==> config.mk <==
export PLATFORM = sky130hd
export DESIGN_NAME = id_ex_stage_flat
export DESIGN_NICKNAME = d
export VERILOG_FILES = /design/src/rtl/id_ex_if.sv /design/src/rtl/id_ex_stage.sv /design/src/flat_wrapper.sv
export SDC_FILE = /design/constraint.sdc
export NUM_CORES = 1
export LEC_CHECK = 0
export CAP_MARGIN = 0
export CORE_MARGIN = 4
export CORE_UTILIZATION = 30
export DETAILED_ROUTE_END_ITERATION = 12
export GPL_ROUTABILITY_DRIVEN = 0
export SYNTH_ARGS = -nofsm -noshare
export SYNTH_HDL_FRONTEND = slang
export SYNTH_SLANG_ARGS = --single-unit
export TNS_END_PERCENT = 5
==> constraint.sdc <==
create_clock -name clk -period 2.2 [get_ports clk]
set_input_delay 0.33 -clock clk [delete_from_list [all_inputs] [get_ports clk]]
set_output_delay 0.33 -clock clk [all_outputs]
set_load 0.01 [all_outputs]
==> src/rtl/id_ex_if.sv <==
// Decode-to-execute bus: decode-side inputs, the EX-stage register outputs, and the stall/flush controls.
// The stage uses the slave modport. The environment (decode, hazard control, testbench) uses the master modport.
interface id_ex_if #(
    parameter int DATA_W = 32,
    parameter int REG_AW = 5,
    parameter int CNT_W  = 16
);
    logic              id_valid;
    logic [DATA_W-1:0] id_pc;
    logic [REG_AW-1:0] id_rs;
    logic [REG_AW-1:0] id_rt;
    logic [REG_AW-1:0] id_rd;
    logic [DATA_W-1:0] id_data1;
    logic [DATA_W-1:0] id_data2;
    logic [DATA_W-1:0] id_imm;
    logic [9:0]        id_ctrl;
    logic              ex_stall;
    logic              flush;

    logic              id_stall;
    logic              ex_valid;
    logic [DATA_W-1:0] ex_pc;
    logic [DATA_W-1:0] ex_data1;
    logic [DATA_W-1:0] ex_data2;
    logic [DATA_W-1:0] ex_imm;
    logic [REG_AW-1:0] ex_rs;
    logic [REG_AW-1:0] ex_rt;
    logic [REG_AW-1:0] ex_dest;
    logic [9:0]        ex_ctrl;
    logic [CNT_W-1:0]  bubble_count;

    modport master (
        output id_valid, id_pc, id_rs, id_rt, id_rd, id_data1, id_data2, id_imm, id_ctrl,
               ex_stall, flush,
        input  id_stall, ex_valid, ex_pc, ex_data1, ex_data2, ex_imm, ex_rs, ex_rt, ex_dest,
               ex_ctrl, bubble_count
    );

    modport slave (
        input  id_valid, id_pc, id_rs, id_rt, id_rd, id_data1, id_data2, id_imm, id_ctrl,
               ex_stall, flush,
        output id_stall, ex_valid, ex_pc, ex_data1, ex_data2, ex_imm, ex_rs, ex_rt, ex_dest,
               ex_ctrl, bubble_count
    );
endinterface

==> src/rtl/id_ex_stage.sv <==
// ID/EX pipeline register for the 5-stage MIPS core.
// Also detects load-use hazards, inserts bubbles and keeps a saturating count of them.
module id_ex_stage #(
    parameter int DATA_W = 32,
    parameter int REG_AW = 5,
    parameter int CNT_W  = 16
) (
    input logic   clk,
    input logic   rst_n,
    id_ex_if.slave bus
);
    // id_ctrl / ex_ctrl bit layout: {reg_write, mem_read, mem_write, mem_to_reg, alu_src, reg_dst, alu_op[3:0]}
    localparam int CTRL_MEM_READ = 8;
    localparam int CTRL_REG_DST  = 4;
    localparam logic [CNT_W-1:0] CNT_MAX = '1;

    typedef struct packed {
        logic [DATA_W-1:0] pc;
        logic [DATA_W-1:0] data1;
        logic [DATA_W-1:0] data2;
        logic [DATA_W-1:0] imm;
        logic [REG_AW-1:0] rs;
        logic [REG_AW-1:0] rt;
        logic [REG_AW-1:0] dest;
        logic [9:0]        ctrl;
    } ex_slot_t;

    ex_slot_t         ex_d, ex_q;
    logic             ex_valid_d, ex_valid_q;
    logic [CNT_W-1:0] bubble_count_d, bubble_count_q;
    logic             hazard;
    logic             bubble;

    // The load in EX produces its data too late for an instruction in ID that reads the load's destination.
    assign hazard = bus.id_valid & ex_valid_q & ex_q.ctrl[CTRL_MEM_READ] & (ex_q.dest != '0)
                  & ((ex_q.dest == bus.id_rs) | (ex_q.dest == bus.id_rt));

    assign bus.id_stall = !bus.flush & (hazard | bus.ex_stall);

    always_comb begin
        // NOTE: every *_d gets a default first, so no path through this block can infer a latch.
        ex_d       = ex_q;
        ex_valid_d = ex_valid_q;
        bubble     = 1'b0;
        if (bus.flush) begin
            ex_valid_d = 1'b0;
            ex_d.ctrl  = '0;
            bubble     = 1'b1;
        end else if (bus.ex_stall) begin
            ex_d       = ex_q;
        end else if (hazard) begin
            ex_valid_d = 1'b0;
            ex_d.ctrl  = '0;
            bubble     = 1'b1;
        end else begin
            ex_valid_d = bus.id_valid;
            ex_d.pc    = bus.id_pc;
            ex_d.data1 = bus.id_data1;
            ex_d.data2 = bus.id_data2;
            ex_d.imm   = bus.id_imm;
            ex_d.rs    = bus.id_rs;
            ex_d.rt    = bus.id_rt;
            ex_d.dest  = bus.id_ctrl[CTRL_REG_DST] ? bus.id_rd : bus.id_rt;
            // An empty decode slot must never carry control into EX.
            ex_d.ctrl  = bus.id_valid ? bus.id_ctrl : '0;
        end

        bubble_count_d = bubble_count_q;
        if (bubble && (bubble_count_q != CNT_MAX)) begin
            bubble_count_d = bubble_count_q + 1'b1;
        end
    end

    // NOTE: sequential state uses non-blocking assignments only.
    // The data fields are reset along with the control fields, so every EX output reads zero after reset.
    always_ff @(posedge clk or negedge rst_n) begin
        if (!rst_n) begin
            ex_q           <= '0;
            ex_valid_q     <= 1'b0;
            bubble_count_q <= '0;
        end else begin
            ex_q           <= ex_d;
            ex_valid_q     <= ex_valid_d;
            bubble_count_q <= bubble_count_d;
        end
    end

    assign bus.ex_valid     = ex_valid_q;
    assign bus.ex_pc        = ex_q.pc;
    assign bus.ex_data1     = ex_q.data1;
    assign bus.ex_data2     = ex_q.data2;
    assign bus.ex_imm       = ex_q.imm;
    assign bus.ex_rs        = ex_q.rs;
    assign bus.ex_rt        = ex_q.rt;
    assign bus.ex_dest      = ex_q.dest;
    assign bus.ex_ctrl      = ex_q.ctrl;
    assign bus.bubble_count = bubble_count_q;
endmodule

==> src/flat_wrapper.sv <==
// flat-port wrapper written by rule: the top's interface ports become plain ports
module id_ex_stage_flat 
#(
    parameter int DATA_W = 32,
    parameter int REG_AW = 5,
    parameter int CNT_W  = 16
)
  (clk, rst_n, bus_id_valid, bus_id_pc, bus_id_rs, bus_id_rt, bus_id_rd, bus_id_data1, bus_id_data2, bus_id_imm, bus_id_ctrl, bus_ex_stall, bus_flush, bus_id_stall, bus_ex_valid, bus_ex_pc, bus_ex_data1, bus_ex_data2, bus_ex_imm, bus_ex_rs, bus_ex_rt, bus_ex_dest, bus_ex_ctrl, bus_bubble_count);
  id_ex_if #(.DATA_W(DATA_W), .REG_AW(REG_AW), .CNT_W(CNT_W)) bus_i ();
  input logic clk;
  input logic rst_n;
  input wire logic [$bits(bus_i.id_valid)-1:0] bus_id_valid;
  input wire logic [$bits(bus_i.id_pc)-1:0] bus_id_pc;
  input wire logic [$bits(bus_i.id_rs)-1:0] bus_id_rs;
  input wire logic [$bits(bus_i.id_rt)-1:0] bus_id_rt;
  input wire logic [$bits(bus_i.id_rd)-1:0] bus_id_rd;
  input wire logic [$bits(bus_i.id_data1)-1:0] bus_id_data1;
  input wire logic [$bits(bus_i.id_data2)-1:0] bus_id_data2;
  input wire logic [$bits(bus_i.id_imm)-1:0] bus_id_imm;
  input wire logic [$bits(bus_i.id_ctrl)-1:0] bus_id_ctrl;
  input wire logic [$bits(bus_i.ex_stall)-1:0] bus_ex_stall;
  input wire logic [$bits(bus_i.flush)-1:0] bus_flush;
  output wire logic [$bits(bus_i.id_stall)-1:0] bus_id_stall;
  output wire logic [$bits(bus_i.ex_valid)-1:0] bus_ex_valid;
  output wire logic [$bits(bus_i.ex_pc)-1:0] bus_ex_pc;
  output wire logic [$bits(bus_i.ex_data1)-1:0] bus_ex_data1;
  output wire logic [$bits(bus_i.ex_data2)-1:0] bus_ex_data2;
  output wire logic [$bits(bus_i.ex_imm)-1:0] bus_ex_imm;
  output wire logic [$bits(bus_i.ex_rs)-1:0] bus_ex_rs;
  output wire logic [$bits(bus_i.ex_rt)-1:0] bus_ex_rt;
  output wire logic [$bits(bus_i.ex_dest)-1:0] bus_ex_dest;
  output wire logic [$bits(bus_i.ex_ctrl)-1:0] bus_ex_ctrl;
  output wire logic [$bits(bus_i.bubble_count)-1:0] bus_bubble_count;
  assign bus_i.id_valid = bus_id_valid;
  assign bus_i.id_pc = bus_id_pc;
  assign bus_i.id_rs = bus_id_rs;
  assign bus_i.id_rt = bus_id_rt;
  assign bus_i.id_rd = bus_id_rd;
  assign bus_i.id_data1 = bus_id_data1;
  assign bus_i.id_data2 = bus_id_data2;
  assign bus_i.id_imm = bus_id_imm;
  assign bus_i.id_ctrl = bus_id_ctrl;
  assign bus_i.ex_stall = bus_ex_stall;
  assign bus_i.flush = bus_flush;
  assign bus_id_stall = bus_i.id_stall;
  assign bus_ex_valid = bus_i.ex_valid;
  assign bus_ex_pc = bus_i.ex_pc;
  assign bus_ex_data1 = bus_i.ex_data1;
  assign bus_ex_data2 = bus_i.ex_data2;
  assign bus_ex_imm = bus_i.ex_imm;
  assign bus_ex_rs = bus_i.ex_rs;
  assign bus_ex_rt = bus_i.ex_rt;
  assign bus_ex_dest = bus_i.ex_dest;
  assign bus_ex_ctrl = bus_i.ex_ctrl;
  assign bus_bubble_count = bus_i.bubble_count;
  id_ex_stage #(.DATA_W(DATA_W), .REG_AW(REG_AW), .CNT_W(CNT_W)) u_core (.clk(clk), .rst_n(rst_n), .bus(bus_i));
endmodule
# After elaboration in Yosys (flattened, before gate mapping)
# Cells that the tools add are included.
[totals] register_bits=170 inputBits=158 out_inout_bits=171 wordCells=40
[op_classes] add_sub_neg=1 n_eq_ne=4 muxes=11 bitwise_logic=10 reduce_logical=4
[ops] op="10-bit two-way mux" count=4
[ops] op="16-bit by 1-bit adder with 16-bit output (second input constant)" count=1
[ops] op="16-bit != test (second input constant)" count=1
[ops] op="5-bit == test" count=2
[ops] op="1-bit two-way mux" count=6
[ops] op="1-bit AND" count=5
[ops] op="5-bit two-way mux" count=1
[ops] op="5-bit nonzero test" count=1
[ops] op="1-bit NOT" count=3
[ops] op="3-bit AND reduction" count=1
[ops] op="2-bit by 1-bit != test with 1-bit output (second input constant)" count=1
[ops] op="1-bit OR" count=2
[ops] op="1-bit logical AND" count=1
[ops] op="1-bit zero test" count=1

# Depth between registers and ports, before layout
# Gate-level depths: netlist of the first run.
[logic_depth] word_depth=8 ltp_mapped=8 ltp_nobuf=7

# Worst setup path after synthesis of the first run
# OpenSTA, ideal clock, no wires.
[synth_timing] path_type="register to register" startpoint="reg u_core.ex_q, in the netlist u_core.bus.ex_dest[0]" endpoint="reg u_core.ex_q, in the netlist u_core.bus.ex_imm[23]" setup_ns=0.125 arrival_time_ns=1.943 setup_slack_ns=0.132 path_stages_with_launch=7 path_cell_list="dfrtp_1 or4_1 o2111ai_2 o21ai_2 buf_4 buf_6 mux2_4"
[synth_between] elab_chain_len=5 word_cells_on_any_way=8
[synth_rtl] item="start: declaration" line="id_ex_stage.sv:28" source="ex_slot_t ex_d, ex_q;"
[synth_rtl] item="start signal: assignment" line="id_ex_stage.sv:78" source="ex_q <= '0;"
[synth_rtl] item="start signal: assignment" line="id_ex_stage.sv:82" source="ex_q <= ex_d;"
[synth_rtl] item="5-bit == test or 5-bit nonzero test (tied branches)" line="id_ex_stage.sv:36, id_ex_stage.sv:35"
[synth_rtl] item="1-bit OR or 1-bit AND (tied branches)" line="id_ex_stage.sv:36, id_ex_stage.sv:35"
[synth_rtl] item="1-bit AND *" line="id_ex_stage.sv:36" source="& ((ex_q.dest == bus.id_rs) | (ex_q.dest == bus.id_rt));"
[synth_rtl] item="1-bit NOT (no source line) *"
[synth_rtl] item="3-bit AND reduction (no source line) *"
# Every way passes the cells marked *; elsewhere a longest branch is shown, timed or not.
# A chain may end at the register's enable or synchronous reset.

# Final worst setup path of the first run
[layout_timing] startpoint="reg u_core.ex_q, in the netlist u_core.bus.ex_dest[3]" endpoint="reg u_core.ex_q, in the netlist u_core.bus.ex_rt[1]"
# The elaborated chain is that of the path after synthesis.

==> metrics.txt, run 1 <==
outcome=finished with violations; violated checks=negative setup slack; Area growth syn-to-layout=70.18%; fin crit share=105.2%; Fmax achieved=about 0.43 GHz; Num CTS Buffers=17; initial DRC count=171; CP Launch Point=u_core.bus.ex_dest[3]$_DFFE_PN0P_; Slew headroom=52.75%; post-DR vias/cell=between 4 and 5; Worst Path Max Fanout=6; measured slew at the worst slew-check pin=0.7072 ns; initial core utilization=roughly 30%; peak supply drop=0.4532 mV; # clock sinks=170; ranking of synthesized cells by area=dfrtp_1, mux2_4, mux2_2, buf_6, xnor2_1; Post-DRT Antenna Nets=0; clk buf depth=2; final-report hold violation count=0; root buffer cell=clkbuf_16; fraction of registers with async set/reset=100.0%; PwrDens=around 800 mW/mm²; WL/cell=approximately 19 µm; Final TNS setup=-9.275 ns; Final setup viols=between 100 and 150; routed wire length=between 20 and 25 mm; Unique masters post-synth=33; CP max stage cell=dfrtp_1; syn_nets=between 500 and 600; CTS tree=done; vias in the first global route=approximately 5800; #FFs+latches synth=170; largest net degree at the start of global routing=57; Clock Skews=~0.011 ns; layout cells sized above 1=about 29%; clk slew on worst S/H paths=roughly 0.070 ns; fill count=1979; Post-synth EDFFs=0; Worst Hold Margin=0.4524 ns; RSZ-0062 raised after global routing=yes; Chip Width=approximately 160 µm; Max stage delay on crit path=~0.40 ns; Ys Warns=0; Total GRT Usage=15.87%; Congestion Overflow GR=0; H-Tree Depth=4; CP startpoint kind=register; Mapped Area=between 0.007 and 0.008 mm²; Top Ports=between 300 and 400; initial antenna violation count=0; top_reg_cell synth=dfrtp_1; die extent in y=around 160 µm; DRT Pass-1 Iters=4; most frequent cells in the layout=clkdlybuf4s50_1, dfrtp_1, mux2_4, buf_4, clkbuf_16; vias=around 5100; final setup margin=-0.1144 ns; CP arrival=around 2.6 ns; reg-to-reg slack, setup=-0.11 ns; syn_area_per_cell=16.44 µm²; Reg2Reg Launch Point=u_core.bus.ex_dest[3]$_DFFE_PN0P_; port bufs=between 300 and 400; critical path class=reg2reg; Critical Path End Type=register; Hold Crit Class=in2async; Slew Limit Fails=0; Mapped Cells=approximately 440; fin nets=between 900 and 1000; min Tclk post-route=between 2 and 2.5 ns; Max Cap Viol=0; DRC Markers=0; first-pass GRT wire length=about 33 mm; CP Cell Sequence=buf_6 > buf_4 > xor2_1 > nor2_1 > a22oi_2 > buf_4 > o21ai_4 > buf_6 > clkbuf_16 > clkbuf_16 > mux2_2; Worst-Skew Late Latency=0.42 ns; Critical Path RT=around 2.5 ns; Final HPWL DP=15.94 mm; core region area=~0.023 mm²; Synth area leader=dfrtp_1; top cell type's share of synthesized area=a little under 60%; total die area=about 0.026 mm²; commonest non-fill, non-tap cell in the layout=clkdlybuf4s50_1; sequential area share after synthesis=between 50% and 60%; n_diodes=0; leak pwr=about 5.5 nW; number of core rows=56
routing by layer:
metal  part of all wire [%]  vias to the layer above  global-route usage (%)
met2                     50                      216                   27.57
met5                      0                        -                       0
li1                       -                     2335                       -
met4                    2.1                        0                   5.075
met3                    7.8                       25                   5.062
met1                     40                     2546                   18.72
path summary, 6_finish.rpt:
check,endpoint,cells after the start
max,u_core.bus.ex_rt[1]$_DFFE_PN0P_,11
min,u_core.bus.ex_data1[26]$_DFFE_PN0P_,2
max reg2reg,u_core.bus.ex_rt[1]$_DFFE_PN0P_,11
min reg2reg,u_core.bus.ex_ctrl[0]$_DFFE_PN0P_,1
max in group asynchronous,u_core.bus.ex_pc[3]$_DFFE_PN0P_,3
min in group clk,u_core.bus.ex_ctrl[0]$_DFFE_PN0P_,1
report_power, final:
| group | internal [mW] | switching (mW) |
|---|---|---|
| clock | 1.80 | 1.31 |
| sequential | 3.58 | 0.325 |
| combinational | 1.76 | 0.923 |
worst max-delay path: cells and delay by family, from the launching register on:
| kind | cells | cell delay [ns] |
|---|---|---|
| buf+inv | 6 | 0.91 |
| compound gates | 2 | 0.30 |
| flops | 1 | 0.40 |
| xor+xnor | 1 | 0.14 |
| simple gates | 1 | 0.14 |
| mux | 1 | 0.32 |
registers in the layout (all words and copies together) (netlist names):
register / flops
u_core.bus.ex_data2: 32
u_core.bus.ex_data1: 32
u_core.bus.ex_imm: 32
u_core.bus.ex_valid: 1
u_core.bus.ex_rt: 5
u_core.bus.ex_pc: 32
u_core.bus.ex_rs: 5
u_core.bus.ex_ctrl: 10
u_core.bus.bubble_count: 16
u_core.bus.ex_dest: 5
stage by stage:
step                worst slack (ns)  cells  util, %  instance area, µm²  power [mW]
floorplan                     0.1323    435        -                7153       4.929
global placement             -0.3682   1108    47.33               11110       6.485
detailed placement           -0.3603   1108    47.33               11110       6.532
CTS                          -0.1371   1145    50.30               11810       9.745
global route                 -0.1763   1158    51.86               12170       10.16
finish                       -0.1144   1158    51.86               12170       9.699
kinds of logic after synthesis:
group	count (synthesis)	share of synthesized area, %
DFF	170	59.47
xor gates and xnor gates	25	3.061
adders and majority gates	1	0.1749
and+or+nand+nor	49	3.673
muxes	144	28.35
buffers and inverters	24	2.641
AOI/OAI and AO/OA	22	2.624
cell usage after synthesis (6+ instances only):
| cell | count |
|---|---|
| nand2_1 | 9 |
| a32o_1 | 10 |
| nor2_1 | 9 |
| buf_6 | 12 |
| nand4_1 | 9 |
| dfrtp_1 | 170 |
| mux2_4 | 110 |
| xnor2_1 | 15 |
| mux2_2 | 29 |
| nand3_1 | 7 |
| xor2_1 | 10 |
| and3_1 | 6 |
timing repair:
item / 4_1_cts / 5_1_grt
hold buffers: 1 / 0
hold endpoints to repair: 52 / 0
pin swaps: 4 / 10
endpoints found under the setup margin: 88 / 141
gates resized for setup: 17 / 41
buffers inserted: 5 / 7
gates cloned: 0 / 8
layout make-up:
cell class / count / area [µm²] / area share, %
flip-flops and latches: 170 / 4254 / 34.95
repair buffers: 395 / 4118 / 33.83
multi-input cells: 241 / 2796 / 22.97
clock buffers: 19 / 432.9 / 3.556
well taps: 319 / 399.1 / 3.279
clock inverters: 12 / 165.2 / 1.357
inverters: 2 / 7.507 / 0.06167
Note: power is estimated with default switching activity, not from simulation.
==> run 2: changes to the inputs <==
Settings changed: CAP_MARGIN 0 to not set, GPL_TIMING_DRIVEN set to 0.
Clock period 2.2 ns to 2.7 ns, I/O delays scaled along.
==> metrics.txt, run 2 (same netlist as run 1, synthesis figures left out) <==
DRT Pass-1 Iters=5; Final setup viols=0; Hold Crit Class=reg2reg; outcome=completed; CP startpoint kind=register; # clock sinks=170; DP Area=approximately 0.011 mm²; Area growth syn-to-layout=59.91%; final-report hold violation count=0; Core Util, Final=about half; initial core utilization=30.47%; pre-CTS setup slack=-0.1083 ns; Worst Path Max Fanout=5; Max Cap Viol=0; most frequent cells in the layout=clkdlybuf4s50_1, dfrtp_1, mux2_4, mux2_2, clkbuf_16; critical path class=reg2out; leak pwr=approximately 5.1 nW; min Tclk post-route=around 2.6 ns; measured slew at the worst slew-check pin=0.6182 ns; first-pass GRT wire length=about 31 mm; WL/cell=between 15 and 20 µm; vias in the first global route=about 5600; Fmax achieved=approximately 0.39 GHz; final setup margin=around 0.12 ns; Worst-Skew Late Latency=about 0.42 ns; root buffer cell=clkbuf_16; Critical Path RT=2.30 ns; Top Ports=~330; final instance area=roughly 0.011 mm²; initial antenna violation count=0; clk slew on worst S/H paths=roughly 0.07 ns; RSZ-0062 raised after global routing=no; peak supply drop=roughly 0.29 mV; Num CTS Buffers=17; total die area=approximately 0.026 mm²; Clock Skews=approximately 0.014 ns; CTS tree=done; Final HPWL DP=~15 mm; number of core rows=56; CP arrival=roughly 2.2 ns; Critical Path End Type=primary output; core region area=between 0.02 and 0.025 mm²; Total GRT Usage=15.07%; routed wire length=approximately 20 mm; port bufs=327; H-Tree Depth=4; clk buf depth=2; n_diodes=0; commonest non-fill, non-tap cell in the layout=clkdlybuf4s50_1; Slew Limit Fails=0; largest net degree at the start of global routing=96; Congestion Overflow GR=0; Slew headroom=roughly 60%; layout cells sized above 1=about 25%; Chip Width=between 150 and 200 µm; vias=4931; fin crit share=a little over nine tenths; Post-DRT Antenna Nets=0; die extent in y=roughly 160 µm; DRC Markers=0; PwrDens=between 600 and 700 mW/mm²; fin nets=about 950; post-DR vias/cell=roughly 4.4; initial DRC count=172
==> run 2: cell types whose count changed in the layout (fill, tap and decap cells not counted), sizes merged, moves of 3 or more <==
cell	previous run	this run
buf	61	24
bufinv	3	0
clkbuf	26	22
inv	5	9
==> run 2: worst max-delay path, cell delays in order (launching register included) <==
cell	delay, ns
dfrtp_2	0.44
or4_1	0.54
o2111ai_2	0.21
nor2_1	0.11
nor2_1	0.12
nor2_1	0.05
dlygate4sd2_1	0.29
==> run 2: final timing paths <==
path                                                        start                                       to  slack, ns  cells after the start
worst max register to register  u_core.bus.ex_dest[1]$_DFFE_PN0P_  u_core.bus.bubble_count[11]$_DFFE_PN0P_       0.37                      7
worst min register to register  u_core.bus.ex_ctrl[5]$_DFFE_PN0P_        u_core.bus.ex_ctrl[5]$_DFFE_PN0P_       0.50                      1
worst max-delay path            u_core.bus.ex_dest[3]$_DFFE_PN0P_                             bus_id_stall       0.12                      6
max in group asynchronous                                   rst_n   u_core.bus.bubble_count[4]$_DFFE_PN0P_       1.27                      3
worst min-delay path            u_core.bus.ex_ctrl[5]$_DFFE_PN0P_        u_core.bus.ex_ctrl[5]$_DFFE_PN0P_       0.50                      1
min in group asynchronous                                   rst_n       u_core.bus.ex_data1[3]$_DFFE_PN0P_       0.55                      2
==> run 2: repair_timing <==
item | in CTS | in global routing
gates cloned | 0 | 0
gates resized for setup | 3 | 2
pin swaps | 2 | 2
endpoints found under the hold margin | 75 | 0
hold buffers | 1 | 0
setup endpoints to repair | 1 | 1
setup buffers | 1 | 2
==> run 2: area by class of cell <==
cell class / count / area (µm²)
buffer: 22 / 181.4
clock inverter: 12 / 107.6
clock buffer: 19 / 432.9
tap: 319 / 399.1
timing repair buffer: 332 / 3337
multi-input combinational: 241 / 2715
sequential: 170 / 4258
fill: 2038 / 12030
inverter: 2 / 7.507
==> run 2: report_power, final <==
part | switching, mW | leakage (nW) | internal, mW | total [mW]
logic | 0.692 | 2.77 | 1.32 | 2.01
registers | 0.265 | 2.04 | 2.92 | 3.19
clock network | 1.09 | 0.259 | 1.21 | 2.29
==> run 2: routing by layer <==
layer	vias up	wire (µm)	track usage, %
li1	2246	-	-
met1	2456	8122	18.11
met2	213	9903	25.39
met3	16	1817	6.125
met4	0	243	3.614
met5	-	0	0
==> run 2: through the flow <==
stage | TNS [ns] | hold WS, ns | cells | total power, mW
after detailed placement | -1.116 | 0.4154 | 1082 | 5.256
final | 0 | 0.5009 | 1117 | 7.491
after global placement | -954.42 | 0.4762 | 1081 | 5.223
after floorplan | 0 | 0.1094 | 435 | 4.016
after CTS | 0 | 0.5027 | 1115 | 7.599
after global routing | 0 | 0.5112 | 1117 | 7.854
